$ cat src/rtl/lz_match_finder.sv
// LZ77 match finder: serially compares the look-ahead against a WINDOW-byte history and
// emits one literal or (offset,length) token per search. Define LZ_MATCH_STATS_EN for token counters.

module lz_match_lane #(
    parameter int WINDOW = 16,
    parameter int W_BITS = 4,
    parameter int DIST   = 1
) (
    input  logic [WINDOW-1:0][7:0] hist,
    input  logic [3:0]             len,
    input  logic [7:0]             byte_n,
    input  logic                   alive,
    output logic                   hit
);
    logic [W_BITS-1:0] idx;

    // Candidate at distance DIST stays alive only while the match would not overlap the look-ahead.
    assign idx = W_BITS'(DIST - 1 - int'(len));
    assign hit = alive && (int'(len) < DIST) && (hist[idx] == byte_n);
endmodule

module lz_match_finder #(
    parameter int WINDOW  = 16,
    parameter int W_BITS  = 4,
    parameter int MAX_LEN = 15,
    parameter int N_BITS  = 7
) (
    input  logic              clock,
    input  logic              reset,
    input  logic [N_BITS:0]   size,
    input  logic [7:0]        byte_n,
    input  logic              flush,
    output logic [N_BITS-1:0] get_byte_n,
    output logic [N_BITS-1:0] remove_n_bytes,
    output logic              token_valid,
    input  logic              token_ready,
    output logic              token_is_match,
    output logic [7:0]        token_literal,
    output logic [W_BITS-1:0] token_offset,
    output logic [3:0]        token_length
`ifdef LZ_MATCH_STATS_EN
    ,
    output logic [15:0]       literal_count,
    output logic [15:0]       match_count
`endif
);
    localparam int CAP_IW = (MAX_LEN > 1) ? $clog2(MAX_LEN) : 1;

    typedef enum logic [1:0] {S_IDLE, S_SEARCH, S_EMIT, S_CONSUME} state_t;

    state_t                    state, state_nxt;
    logic [WINDOW-1:0][7:0]    hist, hist_nxt;
    logic [MAX_LEN-1:0][7:0]   cap;
    logic [W_BITS:0]           hist_count, cnt_nxt;
    logic [W_BITS+1:0]         cnt_sum;
    logic [3:0]                len, fin_len;
    logic [4:0]                len_p1;
    logic [WINDOW-1:0]         alive, new_alive, alive_init;
    logic [W_BITS:0]           fin_dist;
    logic                      start, grow, any_new, fin_match;
    logic [7:0]                cap0;

    function automatic logic [W_BITS:0] lowest_dist(input logic [WINDOW-1:0] v);
        lowest_dist = '0;
        for (int i = WINDOW - 1; i >= 0; i--)
            if (v[i]) lowest_dist = (W_BITS+1)'(i + 1);
    endfunction

    for (genvar d = 1; d <= WINDOW; d++) begin : g_lane
        lz_match_lane #(.WINDOW(WINDOW), .W_BITS(W_BITS), .DIST(d)) u_lane (
            .hist   (hist),
            .len    (len),
            .byte_n (byte_n),
            .alive  (alive[d-1]),
            .hit    (new_alive[d-1])
        );
        assign alive_init[d-1] = (d <= int'(hist_count));
    end

    assign start     = (size >= (N_BITS+1)'(MAX_LEN)) || (flush && (size != '0));
    assign len_p1    = {1'b0, len} + 5'd1;
    assign any_new   = |new_alive;
    assign grow      = any_new && (len_p1 < 5'(MAX_LEN)) && ((N_BITS+1)'(len_p1) < size);
    assign fin_len   = any_new ? len_p1[3:0] : len;
    assign fin_dist  = any_new ? lowest_dist(new_alive) : lowest_dist(alive);
    assign fin_match = (fin_len >= 4'd2);
    // Byte 0 is only in cap from the second search cycle on.
    assign cap0      = (len == 4'd0) ? byte_n : cap[0];

    // History shift: newest retired byte (cap[n-1]) lands at hist[0].
    always_comb begin
        hist_nxt = hist;
        for (int j = 0; j < WINDOW; j++) begin
            if (j < int'(token_length))
                hist_nxt[j] = cap[CAP_IW'(int'(token_length) - 1 - j)];
            else
                hist_nxt[j] = hist[W_BITS'(j - int'(token_length))];
        end
    end

    assign cnt_sum = {1'b0, hist_count} + (W_BITS+2)'(token_length);
    assign cnt_nxt = (cnt_sum > (W_BITS+2)'(WINDOW)) ? (W_BITS+1)'(WINDOW) : cnt_sum[W_BITS:0];

    always_ff @(posedge clock or negedge reset) begin
        if (!reset) state <= S_IDLE;
        else        state <= state_nxt;
    end

    always_comb begin
        state_nxt = state;
        case (state)
            S_IDLE:    if (start) state_nxt = S_SEARCH;
            S_SEARCH:  if (!grow) state_nxt = S_EMIT;
            S_EMIT:    if (token_ready) state_nxt = S_CONSUME;
            S_CONSUME: state_nxt = S_IDLE;
            default:   state_nxt = S_IDLE;
        endcase
    end

    always_comb begin
        token_valid    = (state == S_EMIT);
        get_byte_n     = (state == S_SEARCH) ? N_BITS'(len) : '0;
        remove_n_bytes = (state == S_CONSUME) ? N_BITS'(token_length) : '0;
    end

    always_ff @(posedge clock or negedge reset) begin
        if (!reset) begin
            hist_count     <= '0;
            len            <= '0;
            alive          <= '0;
            token_is_match <= 1'b0;
            token_literal  <= '0;
            token_offset   <= '0;
            token_length   <= '0;
        end else begin
            case (state)
                S_IDLE: if (start) begin
                    len   <= '0;
                    alive <= alive_init;
                end
                S_SEARCH: if (grow) begin
                    len   <= len_p1[3:0];
                    alive <= new_alive;
                end else begin
                    token_is_match <= fin_match;
                    token_literal  <= fin_match ? 8'h00 : cap0;
                    token_offset   <= fin_match ? W_BITS'(fin_dist - 1'b1) : '0;
                    token_length   <= fin_match ? fin_len : 4'd1;
                end
                S_CONSUME: hist_count <= cnt_nxt;
                default: ;
            endcase
        end
    end

    // Byte storage is masked by hist_count, so it carries no reset.
    always_ff @(posedge clock) begin
        if (state == S_SEARCH) cap[CAP_IW'(len)] <= byte_n;
        if (state == S_CONSUME) hist <= hist_nxt;
    end

`ifdef LZ_MATCH_STATS_EN
    always_ff @(posedge clock or negedge reset) begin
        if (!reset) begin
            literal_count <= '0;
            match_count   <= '0;
        end else if (token_valid && token_ready) begin
            if (token_is_match && (match_count != 16'hFFFF))
                match_count <= match_count + 16'd1;
            if (!token_is_match && (literal_count != 16'hFFFF))
                literal_count <= literal_count + 16'd1;
        end
    end
`endif
endmodule

$ cat config.mk
export PLATFORM = sky130hd
export DESIGN_NAME = lz_match_finder
export DESIGN_NICKNAME = d
export VERILOG_FILES = /design/src/rtl/lz_match_finder.sv
export SDC_FILE = /design/constraint.sdc
export NUM_CORES = 1
export LEC_CHECK = 0
export CAP_MARGIN = 20
export CORE_MARGIN = 5
export CORE_UTILIZATION = 31
export DETAILED_ROUTE_END_ITERATION = 12
export PLACE_DENSITY = 0.43
export SLEW_MARGIN = 20
export SYNTH_ARGS = -nofsm -noshare
export SYNTH_HDL_FRONTEND = slang
export SYNTH_SLANG_ARGS = --single-unit
$ cat constraint.sdc
create_clock -name clock -period 6.77 [get_ports clock]
set_input_delay 1.0155 -clock clock [delete_from_list [all_inputs] [get_ports clock]]
set_output_delay 1.0155 -clock clock [all_outputs]
set_load 0.02 [all_outputs]
==> Yosys cells after proc, flatten, opt, wreduce, memory -nomap -nowiden <==
Cells that the tools add are included.
{ "op_classes": {"div_mod_pow": 0, "order_cmp": 100, "bitwise_logic": 1, "add_sub_neg": 50, "n_reduce_logical": 44, "eq_ne": 23, "multipliers": 0, "muxes": 192, "shift": 0} }
{ "op_table": {"columns": ["cell", "n"], "rows": [
  ["$bmux 8 s4", 47],
  ["$mux 8", 96],
  ["$lt 4x6->1 const B", 31],
  ["$mux 4", 38],
  ["$eq 8x8->1", 16],
  ["$bwmux 120", 1],
  ["$lt 4x5->1 const B", 17],
  ["$sub 4x4->4 const A", 16],
  ["$le 4x5->1 const A", 8],
  ["$logic_and 1x1->1", 35],
  ["$demux 8 s4", 1],
  ["$lt 4x4->1 const B", 8],
  ["$mux 16", 2],
  ["$pmux 16 s2", 1],
  ["$sub 3x4->4 const A", 8],
  ["$sub 4x4->4 const B", 8],
  ["$lt 4x4->1 const A", 7],
  ["$le 3x5->1 const A", 4],
  ["$lt 3x4->1 const A", 4],
  ["$lt 4x3->1 const B", 4],
  ["$reduce_or 16->1", 1],
  ["$sub 1x4->4 const A", 4],
  ["$sub 2x4->4 const A", 4],
  ["$sub 4x3->4 const B", 4],
  ["other kinds (33)", 45]
]} }
{ "word_totals": {"ramBits": 0, "elab_cells": 449, "in_bits": 20, "latchBits": 0, "register_bits": 292, "mem_count": 0, "mem_bits_ro": 0} }

==> Depth between registers and ports, before layout <==
Gate-level depths: netlist of run 1.
{ "depth": {"depth_word": 23, "ltp_mapped": 22, "ltp_nobuf": 16} }

==> Cells and area by module <==
A second synthesis of run 1 with hierarchy kept.
{ "hier_totals": {"hier_cells": 3534, "area_unflattened_um2": 42731.0} }
{ "modules_own_cells": {"columns": ["mod", "seq_area_each_um2", "cells_each", "area_each_um2", "n_inst"], "rows": [
  ["lz_match_finder", 8548.2, 2019, 23322.4, 1],
  ["lz_match_lane (g_lane[11].u_lane)", 0.0, 135, 1380.1, 1],
  ["lz_match_lane (g_lane[15].u_lane)", 0.0, 108, 1320.0, 1],
  ["lz_match_lane (g_lane[13].u_lane)", 0.0, 94, 1283.7, 1],
  ["lz_match_lane (g_lane[5].u_lane)", 0.0, 86, 1268.7, 1],
  ["lz_match_lane (g_lane[16].u_lane)", 0.0, 108, 1251.2, 1],
  ["lz_match_lane (g_lane[9].u_lane)", 0.0, 87, 1247.4, 1],
  ["lz_match_lane (g_lane[6].u_lane)", 0.0, 92, 1241.2, 1],
  ["lz_match_lane (g_lane[1].u_lane)", 0.0, 90, 1234.9, 1],
  ["lz_match_lane (g_lane[10].u_lane)", 0.0, 94, 1219.9, 1],
  ["lz_match_lane (g_lane[3].u_lane)", 0.0, 88, 1218.7, 1],
  ["lz_match_lane (g_lane[2].u_lane)", 0.0, 93, 1216.2, 1],
  ["lz_match_lane (g_lane[7].u_lane)", 0.0, 92, 1208.7, 1],
  ["lz_match_lane (g_lane[14].u_lane)", 0.0, 89, 1197.4, 1],
  ["3 more rows", null, null, null, null]
]} }

==> Worst setup path after synthesis of run 1 <==
OpenSTA, ideal clock, no wires.
{ "synth_path": {"path_kind": "register to output", "startpoint": "reg state[0]", "endpoint": "out remove_n_bytes[0]", "slack_ps": 653, "path_stages_with_launch": 4, "arrival_time_ps": 5101, "path_buffers": 0, "required_time_ps": 5754, "path_cell_list": "dfrtp_1 > ha_1 > clkinv_1 > nor2_1"} }
{ "synth_via": {"elab_chain_len": 2} }
{ "synth_rtl": {"columns": ["item", "line_no", "source"], "rows": [
  ["from (decl)", "51", "state_t state, state_nxt;"],
  ["from (signal assigned)", "106", "else state <= state_nxt;"],
  ["$eq 2x2->1", "123", "remove_n_bytes = (state == S_CONSUME) ? N_BITS'(token_length) : '0;"],
  ["$mux 4", "123", null],
  ["to (decl)", "34", "output logic [N_BITS-1:0] remove_n_bytes,"]
]} }
No other way between the ends.

==> Final worst setup path of run 1 <==
{ "layout_path": {"startpoint": "reg len[0]", "endpoint": "reg alive[4]"} }
{ "layout_via": {"elab_chain_len": 10, "elab_cells_between_ends": 120} }
{ "layout_rtl": {"columns": ["item", "line_no", "source"], "rows": [
  ["from (decl)", "56", "logic [3:0] len, fin_len;"],
  ["from (signal assigned)", "142", "len <= len_p1[3:0];"],
  ["$sub 1x4->4 (tied with other cells)", "18", "assign idx = W_BITS'(DIST - 1 - int'(len));"],
  ["$bmux 8 s4", "19", "assign hit = alive && (int'(len) < DIST) && (hist[idx] == byte_n);"],
  ["$mux 8 (not written as such)", "19", null],
  ["$eq 8x8->1", "19", null],
  ["$logic_and 1x1->1", "19", null],
  ["$reduce_or 16->1", "82", "assign any_new = |new_alive;"],
  ["$logic_and 1x1->1 (2 in series)", "83", "assign grow = any_new && (len_p1 < 5'(MAX_LEN)) && ((N_BITS+1)'(len_p1) < size);"],
  ["$ne 2x2->1 (no source line)", null, null],
  ["$reduce_and 3->1 (no source line)", null, null],
  ["to (signal assigned)", "139", "alive <= alive_init;"],
  ["to (signal assigned)", "143", "alive <= new_alive;"],
  ["to (decl)", "58", "logic [WINDOW-1:0] alive, new_alive, alive_init;"]
]} }
Parallel ways exist; a longest one is shown, timed or not. The select of a mux whose other input is x is not followed.
A chain may end at the register's enable or synchronous reset.

==> results of run 1 <==
## path summary, 6_finish.rpt
path                            slack [ns]               end        startpoint  depth (start not counted)
worst min-delay path                  0.43          state[0]             reset                          1
worst max-delay path                  0.98          alive[4]            len[0]                         14
worst min register to register        0.48  token_literal[6]  token_literal[6]                          2
max in group asynchronous             5.88   token_length[1]             reset                          1
min in group clock                    0.48  token_literal[6]  token_literal[6]                          2
worst max register to register        0.98          alive[4]            len[0]                         14
## final cells by class
class                   count  area [µm²]
multi-input cells        2177       22700
fillers                 10107       67800
clock inverters            22         210
flip-flops and latches    292        8570
well taps                1380        1730
repair buffers            120        1040
clock buffers              54        1190
inverters                  52         196
## critical path, cell delays in order (launching register included)
cell and delay [ns]:
sky130_fd_sc_hd__dfrtp_4 0.74, sky130_fd_sc_hd__inv_2 0.27, sky130_fd_sc_hd__ha_4 0.58, sky130_fd_sc_hd__buf_4 0.32, sky130_fd_sc_hd__mux4_2 0.40, sky130_fd_sc_hd__mux4_2 0.50
sky130_fd_sc_hd__xnor2_1 0.30, sky130_fd_sc_hd__nand4_1 0.26, sky130_fd_sc_hd__nor3_1 0.54, sky130_fd_sc_hd__nor3_1 0.18, sky130_fd_sc_hd__nand4b_2 0.24, sky130_fd_sc_hd__o21a_4 0.17
sky130_fd_sc_hd__nand2_2 0.07, sky130_fd_sc_hd__a21boi_4 0.68, sky130_fd_sc_hd__mux2_2 0.41
## per-layer routing
layer	vias up	track usage	share of wire
met4	2	0.0679	0.034
met1	13379	0.308	0.40
li1	10791	-	-
met5	-	0	0.00012
met3	193	0.0550	0.094
met2	1300	0.368	0.47
## power breakdown
part           switching, W  internal (W)
registers           0.00146       0.00275
logic               0.00543       0.00503
clock network      0.000942       0.00132
total               0.00783       0.00911
## flip-flops by register name, indices dropped and copies added, names as in the netlist
register and cells:
token_offset 4, token_length 4, hist 128, cap 120, alive 16, token_is_match 1
len 4, token_literal 8, state 2, hist_count 5
## cells by family (layout without fill, tap and decap cells)
| group | count (synthesis) | after routing | synth area share |
|---|---|---|---|
| multiplexers | 824 | 824 | 0.454 |
| AND/OR/NAND/NOR | 664 | 664 | 0.0906 |
| AO/OA/AOI/OAI | 463 | 463 | 0.0837 |
| buffers and inverters | 297 | 248 | 0.0398 |
| flip-flops | 292 | 292 | 0.265 |
| XOR/XNOR | 173 | 173 | 0.0484 |
| adder cells (fa/ha/maj) | 47 | 47 | 0.0184 |
| other | 1 | 6 | 0.000116 |
## through the flow
step / instance area, µm² / cells / utilization / setup WS (ns)
6_report: 35700 / 4097 / 0.345 / 0.976
5_1_grt: 35700 / 4097 / 0.345 / 0.727
4_1_cts: 35700 / 4097 / 0.345 / 1.03
3_5_place_dp: 34300 / 4021 / 0.331 / 1.05
3_3_place_gp: 34200 / 4021 / 0.331 / 1.14
2_1_floorplan: 32300 / 2766 / - / 0.653
## synthesized netlist by cell type (8+ instances only)
cell type                    n
sky130_fd_sc_hd__mux4_2    501
sky130_fd_sc_hd__nand2_1   318
sky130_fd_sc_hd__edfxtp_1  248
sky130_fd_sc_hd__mux2i_1   210
sky130_fd_sc_hd__nor2_1    181
sky130_fd_sc_hd__o21ai_0   173
sky130_fd_sc_hd__a21oi_1   161
sky130_fd_sc_hd__xnor2_1   160
sky130_fd_sc_hd__clkbuf_1  140
sky130_fd_sc_hd__mux2_2    108
sky130_fd_sc_hd__buf_1      48
sky130_fd_sc_hd__ha_1       46
sky130_fd_sc_hd__dfrtp_1    44
sky130_fd_sc_hd__inv_1      37
sky130_fd_sc_hd__buf_2      32
sky130_fd_sc_hd__and3_1     28
sky130_fd_sc_hd__nor3_1     28
sky130_fd_sc_hd__a31oi_1    25
sky130_fd_sc_hd__nor2b_1    24
sky130_fd_sc_hd__nand3_1    22
sky130_fd_sc_hd__buf_4      15
sky130_fd_sc_hd__nand4_1    13
sky130_fd_sc_hd__and2_1     12
sky130_fd_sc_hd__inv_2      12
sky130_fd_sc_hd__buf_6      10
sky130_fd_sc_hd__o21ai_1    10
sky130_fd_sc_hd__o31a_1      9
sky130_fd_sc_hd__a211oi_1    8
sky130_fd_sc_hd__a22o_1      8
sky130_fd_sc_hd__a311oi_1    8
sky130_fd_sc_hd__xor2_1      8
==> results list, run 1 <==
- Status: complete, no violations
* Fraction of layout cells with a size suffix above 1: 0.308
* Fin. max-slew vios: 0
- CTS clock-pin slew for the worst setup and hold paths: 0.05 ns
* Worst rel slew slack: 0.258
- In the synthesized netlist the dominant register cell turns out to be sky130_fd_sc_hd__edfxtp_1.
* Critical path startpoint category: flop
* Routability congestion estimate: 0.941
- EDFF count, synth: 248
* Grt ovf: 0
- I/O pin count: 52
- Total Neg Setup Slack: 0 ns
- The number of antenna violations at the first check in global routing is 6.
* DR DRC count: 0
* Net count, final: 2751
- Root buffer cell: sky130_fd_sc_hd__clkbuf_16
- The clock arrives with 0.0361 ns of skew.
- Most common cell after layout, fill and taps aside: sky130_fd_sc_hd__mux4_2
* Iter 0 DRT Violations: 3116
- The later pin in the worst-skew pair is clocked with a latency of 0.63 ns.
- Top library cells by usage in the layout, fill and taps aside: 501 x sky130_fd_sc_hd__mux4_2, 318 x sky130_fd_sc_hd__nand2_1, 248 x sky130_fd_sc_hd__edfxtp_1, 206 x sky130_fd_sc_hd__mux2i_1, 181 x sky130_fd_sc_hd__nor2_1
- For this run, the number of Yosys warnings is 0.
* Number of iterations in the first detailed-routing pass: 6
- Flip-flop and latch count after synthesis: 292
* Post-CTS setup buffers: 0
- Number of buffers created by CTS: 41
- Via count of the first global-routing pass: 24.9k
* Power Total: 0.0169 W
* Post-synthesis instance area: 32300 µm²
- Worst Max-Slew Pin Slew: 1.11 ns
- The area growth from synthesis to layout is 10.4%.
- Counting every instance in the synthesized netlist gives 2761.
* Hold_buf cts: 0
- Tcrit/Tclk final: 0.856
- Port buffering added 45 buffers.
* Number of cells upsized or downsized after cts: 0
- Largest voltage drop on the vdd net: 214 µV
- Share of the synthesized area in the top cell type: 0.349
- Clock tree from TritonCTS: done
* Cells taking the most area after synthesis: sky130_fd_sc_hd__mux4_2 35%, sky130_fd_sc_hd__edfxtp_1 23%, sky130_fd_sc_hd__mux2i_1 6.5%
* Achievable clock frequency: 173 MHz
- The floorplan step defined a die boundary enclosing 111000 µm².
- For this run, the total global-route usage over all layers was measured as 0.229.
- Vias per inst: 6.26
- In the final routed layout, each cell accounts on average for 31.9 µm.
* Portion of the post-synthesis area used by sequential elements: 0.265
- 0 antenna diodes ended up in the layout.
- HPWL after detailed placement: 97400 µm
- Leakage power figure: 12.5 nW
- Req. time, crit path: 7.25 ns
- Final count of negative-setup-slack endpoints: 0
- Summed over all instances, the cell type with the most area after synthesis is sky130_fd_sc_hd__mux4_2.
* Chip Height: 333 µm
- Power Density: 475 nW/µm²
* Hold_ws: 0.432 ns
* Unrepaired setup endpoints after global routing: no
* Critical Path End Type: flop
- Row generation in the floorplan step produced 118 rows.
- The final route contains 25.7k vias.
* Distinct cell type count after synthesis: 85
* Hold/Removal Path Class: in2async
* Final antenna-violating net count: 0
- The average instance in the mapped netlist occupies 11.7 µm².
- Maximum number of pins on one net before global-route repair: 142
- Critical path class: reg2reg
- The total count of hold-check failures in the final report came to 0.
* Worst Path Arrival: 6.28 ns
- Async S/R FF share, synth: 0.151
- The clock passes through at most 3 buffers.
- Final Routed Wirelength: 131000 µm
- Final Critical Period: 5.79 ns
- The core region is 103000 µm².
- The H-tree was split into 2 levels.
- Along the worst path, the maximum fanout reaches 29.
- Number of sinks on the clock net: 292
* Max-cap check violation count: 0
- Die W: 333 µm
* Starting density of the core: 0.312
* First-pass GRT wire length: 186000 µm
Note: power is estimated with default switching activity, not from simulation.
==> run 2: changes to the inputs <==
--- a/config.mk
+++ b/config.mk
@@ -5,12 +5,13 @@
 export SDC_FILE = /design/constraint.sdc
 export NUM_CORES = 1
 export LEC_CHECK = 0
-export CAP_MARGIN = 20
+export CAP_MARGIN = 5
+export CELL_PAD_IN_SITES_DETAIL_PLACEMENT = 1
+export CELL_PAD_IN_SITES_GLOBAL_PLACEMENT = 1
 export CORE_MARGIN = 5
 export CORE_UTILIZATION = 31
 export DETAILED_ROUTE_END_ITERATION = 12
-export PLACE_DENSITY = 0.43
-export SLEW_MARGIN = 20
+export PLACE_DENSITY = 0.51
 export SYNTH_ARGS = -nofsm -noshare
 export SYNTH_HDL_FRONTEND = slang
 export SYNTH_SLANG_ARGS = --single-unit
==> results list, run 2 (synthesis gave the netlist of run 1 again) <==
- The flow ran to the end, and the final reports show no timing, DRC or antenna violations.
* Post-CTS setup buffers: 0 (unchanged)
* Largest voltage drop on the vdd net: 310 µV (+45%)
- Highest cell delay on the worst timing path: 0.99 ns (+0.25 ns)
- The fill cell total of the finished layout is 11.1k (+9.7%).
- Starting density of the core: 0.312 (unchanged)
- The number of port buffers is 45 (unchanged).
* Count of vias placed by the detailed router: 25.9k (+0.95%)
- The number of nets in the layout came to 2751 (unchanged).
* CTS clock-pin slew for the worst setup and hold paths: 0.06 ns (about the same)
- The clock latency on the worst-skew pair is 0.61 ns (-0.02 ns).
- Leaving out fill and tap cells, the most frequent cell in the layout is sky130_fd_sc_hd__mux4_2.
- The worst setup path is launched from a flop.
- The wire length on met3 came to 12200 µm (-0.83%).
* Worst rel slew slack: 0.219 (-0.0393)
- DIE AREA: 111000 µm² (unchanged)
- Max-cap check violation count: 0 (unchanged)
* Worst Max-Slew Pin Slew: 1.14 ns (+0.0273 ns)
- The path class of the tightest hold or removal check is reg2reg.
- Via count of the first global-routing pass: 26.2k (+5.3%)
- The largest individual stage delay along the critical path comes from the cell sky130_fd_sc_hd__ha_2.
- The core footprint came to 103000 µm² (unchanged).
- Number of iterations in the first detailed-routing pass: 5 (-1)
* Worst Skew: 0.0432 ns (+0.00704 ns)
* Final count of negative-setup-slack endpoints: 0 (unchanged)
- Number of buffers created by CTS: 40 (-2.4%)
- Unrepaired setup endpoints after global routing: no
- The half-perimeter wire length of the detailed placement result is 102000 µm (+4.4%).
- The leakage power was 12.4 nW (-0.62%).
* Worst Path Arrival: 6.67 ns (+0.39 ns)
* Length of routed wiring on met1: 54400 µm (+2.9%)
- The post-cts sizing count is 0 (unchanged).
- Fraction of layout cells with a size suffix above 1: 0.305 (-0.00326)
- Uppermost layer routed: met4
- The vertical die dimension was 333 µm (unchanged).
- Maximum number of pins on one net before global-route repair: 105 (-26%)
- The total buffers and inverters traversed by the critical path came to 2 (unchanged).
- Critical Path End Type: flop
- The worst-case register-to-register setup slack is 0.59 ns (-0.39 ns).
- The cell sitting at the root of the clock tree is a sky130_fd_sc_hd__clkbuf_16.
- Clock Path Buffers: 3 (unchanged)
- The wire length per cell is 32.8 µm (+2.9%).
- The post-detailed-route DRC marker count is 0 (unchanged).
- The signal on the critical path passes through inv_2, ha_2, buf_4, nand2_1, a2bb2oi_1, a311oi_1, nand3_1, a2111oi_0, nand3_1, and4b_4, nand3_4, o21a_4, nand2_2, a21boi_4, a21oi_1, or2_1.
- The final weighted congestion of routability-driven global placement came to 0.917 (-2.6%).
- Clock tree from TritonCTS: done
* Achievable clock frequency: 162 MHz (-6.3%)
- Area grow syn2layout: 9.93%
- Number of sinks on the clock net: 292 (unchanged)
- The number of antenna violations at the first check in global routing came to 5 (-1).
- I/O pin count: 52 (unchanged)
* Number of flip-flops under the largest register name: 128 (unchanged)
- Tcrit/Tclk final: 0.913 (+0.0575)
- Top register by number of flip-flops: hist
- Among the stages of the critical path, the cell type that occurs most often is sky130_fd_sc_hd__nand3_1.
* Hold_buf cts: 0 (unchanged)
- Power Total: 0.0169 W (about the same)
* Final Routed Wirelength: 134000 µm (+2.7%)
* Overall Global Routing Usage: 0.234 (+0.00557)
* Req. time, crit path: 7.26 ns (about the same)
- In the layout the commonest cells are 501 x sky130_fd_sc_hd__mux4_2, 318 x sky130_fd_sc_hd__nand2_1, 248 x sky130_fd_sc_hd__edfxtp_1, 210 x sky130_fd_sc_hd__mux2i_1, 181 x sky130_fd_sc_hd__nor2_1.
- Number of endpoints with negative hold slack in the final report: 0 (unchanged)
* Largest registers: hist (128), cap (120), alive (16)
- Critical-path maximum fanout: 28 (-3.4%)
- Depth of the CTS H-tree: 2 (unchanged)
* Iter 0 DRT Violations: 2874 (-7.8%)
- Broken down by cell family, the worst path's largest delay share belongs to compound AO/OA/AOI/OAI gates.
- The time the final worst path needs with I/O delays and setup is 6.18 ns (+0.389 ns).
* Total Neg Setup Slack: 0 ns (unchanged)
- Die W: 333 µm (unchanged)
* Antenna Diode Count: 0 (unchanged)
* Final antenna-violating net count: 0 (unchanged)
- The number of slew-limit violations in the final report is 0 (unchanged).
- Vias per inst: 6.33 (+1.1%)
* Grt ovf: 0 (unchanged)
- The number of rows in the core area was 118 (unchanged).
* Critical path class: reg2reg
- The ratio of total power to cell area was 477 nW/µm² (+0.48%).
- The detailed route wirelength on metal2 was 63100 µm (+3.5%).
* First-pass GRT wire length: 193000 µm (+3.5%)
run 2: metal layers:
metal / up-vias / GRT usage
met2: 1231 / 0.383
met5: - / 0
met3: 189 / 0.0542
met1: 13717 / 0.312
li1: 10773 / -
met4: 0 / 0.0687
run 2: worst paths after layout:
path | from | to | cells after the start
setup / recovery | len[2] | len[3] | 16
setup reg to reg | len[2] | len[3] | 16
min in group asynchronous | reset | hist_count[4] | 1
hold / removal | token_literal[6] | token_literal[6] | 2
max in group asynchronous | reset | len[1] | 1
hold reg to reg | token_literal[6] | token_literal[6] | 2
run 2: through the flow:
stage               utilization  instance area [µm²]  std cells  setup slack (ns)  hold slack, ns
global route              0.343                35500       4090             0.323           0.506
finish                    0.343                35500       4090             0.587           0.480
floorplan                     -                32300       2766             0.653           0.486
detailed placement        0.331                34200       4022             0.630           0.471
CTS                       0.343                35500       4090             0.621           0.483
global placement          0.331                34200       4022             0.699           0.470
run 2: tightest hold or removal path: cells and delay by family (launching register included):
family           cells  cell delay (ns)
flip-flops           1             0.34
AO/OA/AOI/OAI        1             0.06
AND/OR/NAND/NOR      1             0.05
run 2: final cells by class:
class	count	area [µm²]	area share
multi-input cells	2177	22700	0.640
flip-flops and latches	292	8570	0.241
well taps	1380	1730	0.0486
clock buffers	50	1070	0.0301
repair buffers	121	1030	0.0290
clock inverters	18	208	0.00585
inverters	52	196	0.00553
run 2: where the power goes:
part           switching, W  leakage, nW  internal (W)
sequential          0.00141         2.83       0.00275
combinational       0.00562         8.97       0.00502
clock              0.000897        0.614       0.00123
total               0.00793         12.4       0.00901
==> run 3: changes to the inputs <==
--- a/config.mk
+++ b/config.mk
@@ -5,13 +5,14 @@
 export SDC_FILE = /design/constraint.sdc
 export NUM_CORES = 1
 export LEC_CHECK = 0
+export ABC_AREA = 1
 export CAP_MARGIN = 5
 export CELL_PAD_IN_SITES_DETAIL_PLACEMENT = 1
 export CELL_PAD_IN_SITES_GLOBAL_PLACEMENT = 1
 export CORE_MARGIN = 5
 export CORE_UTILIZATION = 31
 export DETAILED_ROUTE_END_ITERATION = 12
-export PLACE_DENSITY = 0.51
+export PLACE_DENSITY = 0.57
 export SYNTH_ARGS = -nofsm -noshare
 export SYNTH_HDL_FRONTEND = slang
 export SYNTH_SLANG_ARGS = --single-unit
==> results list, run 3 <==
- The flow ran to the end, and the final reports show no timing, DRC or antenna violations.
- DIE AREA: 107000 µm² (-3.0%)
* Top library cells by usage in the layout, fill and taps aside: 1547 x sky130_fd_sc_hd__nand2_1, 819 x sky130_fd_sc_hd__nand3_1, 785 x sky130_fd_sc_hd__o21ai_0, 339 x sky130_fd_sc_hd__nor2_1, 298 x sky130_fd_sc_hd__inv_1
* Unrepaired setup endpoints after global routing: no
* Total Neg Setup Slack: 0 ns (unchanged)
- Final Routed Wirelength: 176000 µm (+31%)
- Area grow syn2layout: 9.50%
* Number of iterations in the first detailed-routing pass: 5 (unchanged)
* Clock tree from TritonCTS: done
- The maximum clock path buffer count came to 3 (unchanged).
- The xor and xnor area share after synthesis came to 0.0184 (-0.0300).
- The vias per cell came to 5.83 (-7.9%).
- The number of instances in the synthesized netlist came to 5087 (+84%).
* Worst Max-Slew Pin Slew: 1.18 ns (+0.0404 ns)
- Hold_buf cts: 0 (unchanged)
* Highest cell delay on the worst timing path: 0.60 ns (-0.39 ns)
* Starting density of the core: 0.313 (+0.000610)
- Via count of the first global-routing pass: 35.0k (+34%)
* Mean routed wirelength per cell: 28.0 µm (-15%)
- Chip Height: 328 µm (-1.5%)
- Yosys instantiated no cell more often than sky130_fd_sc_hd__nand2_1.
* Placed cells: 6196 (+54%)
- Antenna violations before repair: 4 (-1)
- Clock insertion delay at the later pin of the skew report: 0.64 ns (+0.03 ns)
- In the synthesized netlist the dominant register cell turns out to be sky130_fd_sc_hd__edfxtp_1.
- The core footprint is 100000 µm² (-3.2%).
- The clock sink count is 292 (unchanged).
- Post-CTS setup buffers: 0 (unchanged)
* Number of endpoints with negative hold slack in the final report: 0 (unchanged)
- The simple-gate share of the synthesized area was 0.375 (+0.284).
* Share of the core filled with cells in the final layout: 0.342 (-0.000664)
- Top register by number of flip-flops: hist
* Distinct cell type count after synthesis: 53 (-38%)
- The critical path is of the reg2reg type.
- Adder and majority cell fraction of the synthesized area: 0.0190 (+0.000580)
* Number of cells upsized or downsized after cts: 0 (unchanged)
- The number of slew-limit violations in the final report came to 0 (unchanged).
* Net count, final: 5009 (+82%)
- Count of fill cells added during filler insertion: 13.0k (+17%)
* Largest registers: hist (128), cap (120), alive (16)
* Flip-flop and latch count after synthesis: 292 (unchanged)
- Top cells by count, synth: 1549 x sky130_fd_sc_hd__nand2_1, 819 x sky130_fd_sc_hd__nand3_1, 785 x sky130_fd_sc_hd__o21ai_0
* Post-synthesis instance area: 31300 µm² (-3.0%)
- The half-perimeter wire length of the detailed placement result was 138000 µm (+36%).
* Number of standard cells in the final layout excluding fillers: 6271 (+53%)
* Iter 0 DRT Violations: 3865 (+34%)
* Req. time, crit path: 7.31 ns (+0.05 ns)
* Routability congestion estimate: 0.986 (+7.6%)
- DR DRC count: 0 (unchanged)
- Max-cap check violation count: 0 (unchanged)
- Overall Global Routing Usage: 0.314 (+0.0803)
* Fraction of layout cells with a size suffix above 1: 0.0467 (-0.258)
* First-pass GRT wire length: 250000 µm (+29%)
- Number of buffers created by CTS: 42 (+5.0%)
- The overall via count from detail_route is 36.6k (+41%).
- Portion of the post-synthesis area used by sequential elements: 0.273 (+0.00832)
- Yosys synthesis warning count: 0 (unchanged)
- The CTS clock-pin slew for the worst setup and hold paths was 0.06 ns (about the same).
- Final count of negative-setup-slack endpoints: 0 (unchanged)
- The signal on the critical path passes through inv_2, ha_1, nand2_1, inv_2, nor2_8, inv_2, o21ai_4, inv_2, nand3_1, nand2_1, xor2_1, nor2_1, nand3_2, nand2_1, nor2_1, nand2_1, nor2_4, nor3_4, nor2_8, nor2_4, buf_4, nor2_1, a31oi_1.
- The number of flops mapped to enable cells by yosys came to 248 (unchanged).
* Worst rel slew slack: 0.213 (-0.00522)
* Critical Path End Type: flop
- Number of flip-flops under the largest register name: 128 (unchanged)
- Final antenna-violating net count: 0 (unchanged)
* Maximum number of pins on one net before global-route repair: 184 (+75%)
- Share of the synthesized area in the top cell type: 0.238 (-0.112)
- By area, the combinational part of the netlist is dominated by simple AND/OR/NAND/NOR gates.
* Worst Path Arrival: 5.61 ns (-1.06 ns)
- The die width is 328 µm (-1.5%).
- The number of rows in the core area was 116 (-1.7%).
- The post-synthesis compound-gate area fraction is 0.201 (+0.117).
- In this run the worst hold path is classified as reg2reg.
- The number of port buffers is 45 (unchanged).
* I/O pin count: 52 (unchanged)
- Most common cell after layout, fill and taps aside: sky130_fd_sc_hd__nand2_1
- Clock tree synthesis selected as its root buffer the cell sky130_fd_sc_hd__clkbuf_16.
- The multiplexer area fraction after synthesis came to 0.0288 (-0.426).
- The worst setup skew after layout came to 0.0582 ns (+0.0150 ns).
* Critical-path maximum fanout: 22 (-21%)
- On the critical path, the stage with the largest delay is an instance of sky130_fd_sc_hd__dfrtp_2.
- Cell taking the most area after synthesis: sky130_fd_sc_hd__edfxtp_1
- In the post-synthesis netlist, the biggest area contributors are sky130_fd_sc_hd__edfxtp_1 24%, sky130_fd_sc_hd__nand2_1 19%, sky130_fd_sc_hd__nand3_1 13%.
- Grt ovf: 0 (unchanged)
- Critical path startpoint category: flop
- Depth of the CTS H-tree: 2 (unchanged)
- Tcrit/Tclk final: 0.749 (-0.164)
- Achievable clock frequency: 197 MHz (+22%)
* Async S/R FF share, synth: 0.151 (unchanged)
* Average size of a mapped cell: 6.16 µm² (-47%)
- Final Critical Period: 5.07 ns (-1.11 ns)
[run 3: kinds of logic (layout without fill, tap and decap cells)]
kind of cell / after synthesis / after routing
AO/OA/AOI/OAI: 1131 / 1131
XOR/XNOR: 64 / 64
adder cells (fa/ha/maj): 47 / 47
buffers and inverters: 672 / 551
flip-flops: 292 / 292
multiplexers: 90 / 90
other: 1 / 8
AND/OR/NAND/NOR: 2790 / 2790
[run 3: worst paths after layout]
kind / slack, ns / endpoint / cells past startpoint / startpoint
worst min-delay path: 0.49 / token_literal[3] / 2 / token_literal[3]
worst max-delay path: 1.70 / alive[7] / 23 / len[1]
worst max register to register: 1.70 / alive[7] / 23 / len[1]
max in group asynchronous: 5.80 / len[0] / 2 / reset
worst min register to register: 0.49 / token_literal[3] / 2 / token_literal[3]
min in group asynchronous: 0.50 / hist_count[1] / 2 / reset
[run 3: routing by layer]
layer / share of wire / global-route usage / routed length, µm / vias to the layer above
met4: 0.044 / 0.116 / 7720 / 0
met1: 0.44 / 0.426 / 77800 / 18025
li1: - / - / - / 17020
met3: 0.064 / 0.0436 / 11200 / 304
met2: 0.45 / 0.512 / 78900 / 1242
met5: 0 / 0 / 0 / -
[run 3: layout make-up]
type	count	area [µm²]	share of cell area
antenna	2	5.00	0.000146
clock buffer	49	1120	0.0327
clock inverter	24	320	0.00934
inverter	334	1260	0.0367
multi-input combinational	4128	20200	0.589
sequential	292	8560	0.250
tap	1298	1620	0.0474
timing repair buffer	144	1210	0.0352
[run 3: worst max-delay path: cells and delay by family (launching register included)]
family | cells | cell delay, ns
XOR/XNOR | 1 | 0.14
AND/OR/NAND/NOR | 14 | 2.12
buffers and inverters | 5 | 1.14
adder cells (fa/ha/maj) | 1 | 0.27
flip-flops | 1 | 0.60
AO/OA/AOI/OAI | 2 | 0.67
[run 3: through the flow]
| step | setup slack [ns] | hold slack [ns] | instance area, µm² |
|---|---|---|---|
| after floorplan | 1.72 | 0.465 | 31300 |
| after global placement | 1.64 | 0.479 | 32900 |
| after detailed placement | 1.63 | 0.483 | 32900 |
| after CTS | 1.79 | 0.497 | 34300 |
| after global routing | 1.34 | 0.526 | 34300 |
| final | 1.70 | 0.494 | 34300 |
Power of run 3 is not shown: default switching activity piles up to over one toggle a cycle in this logic, so the estimate is an artifact.
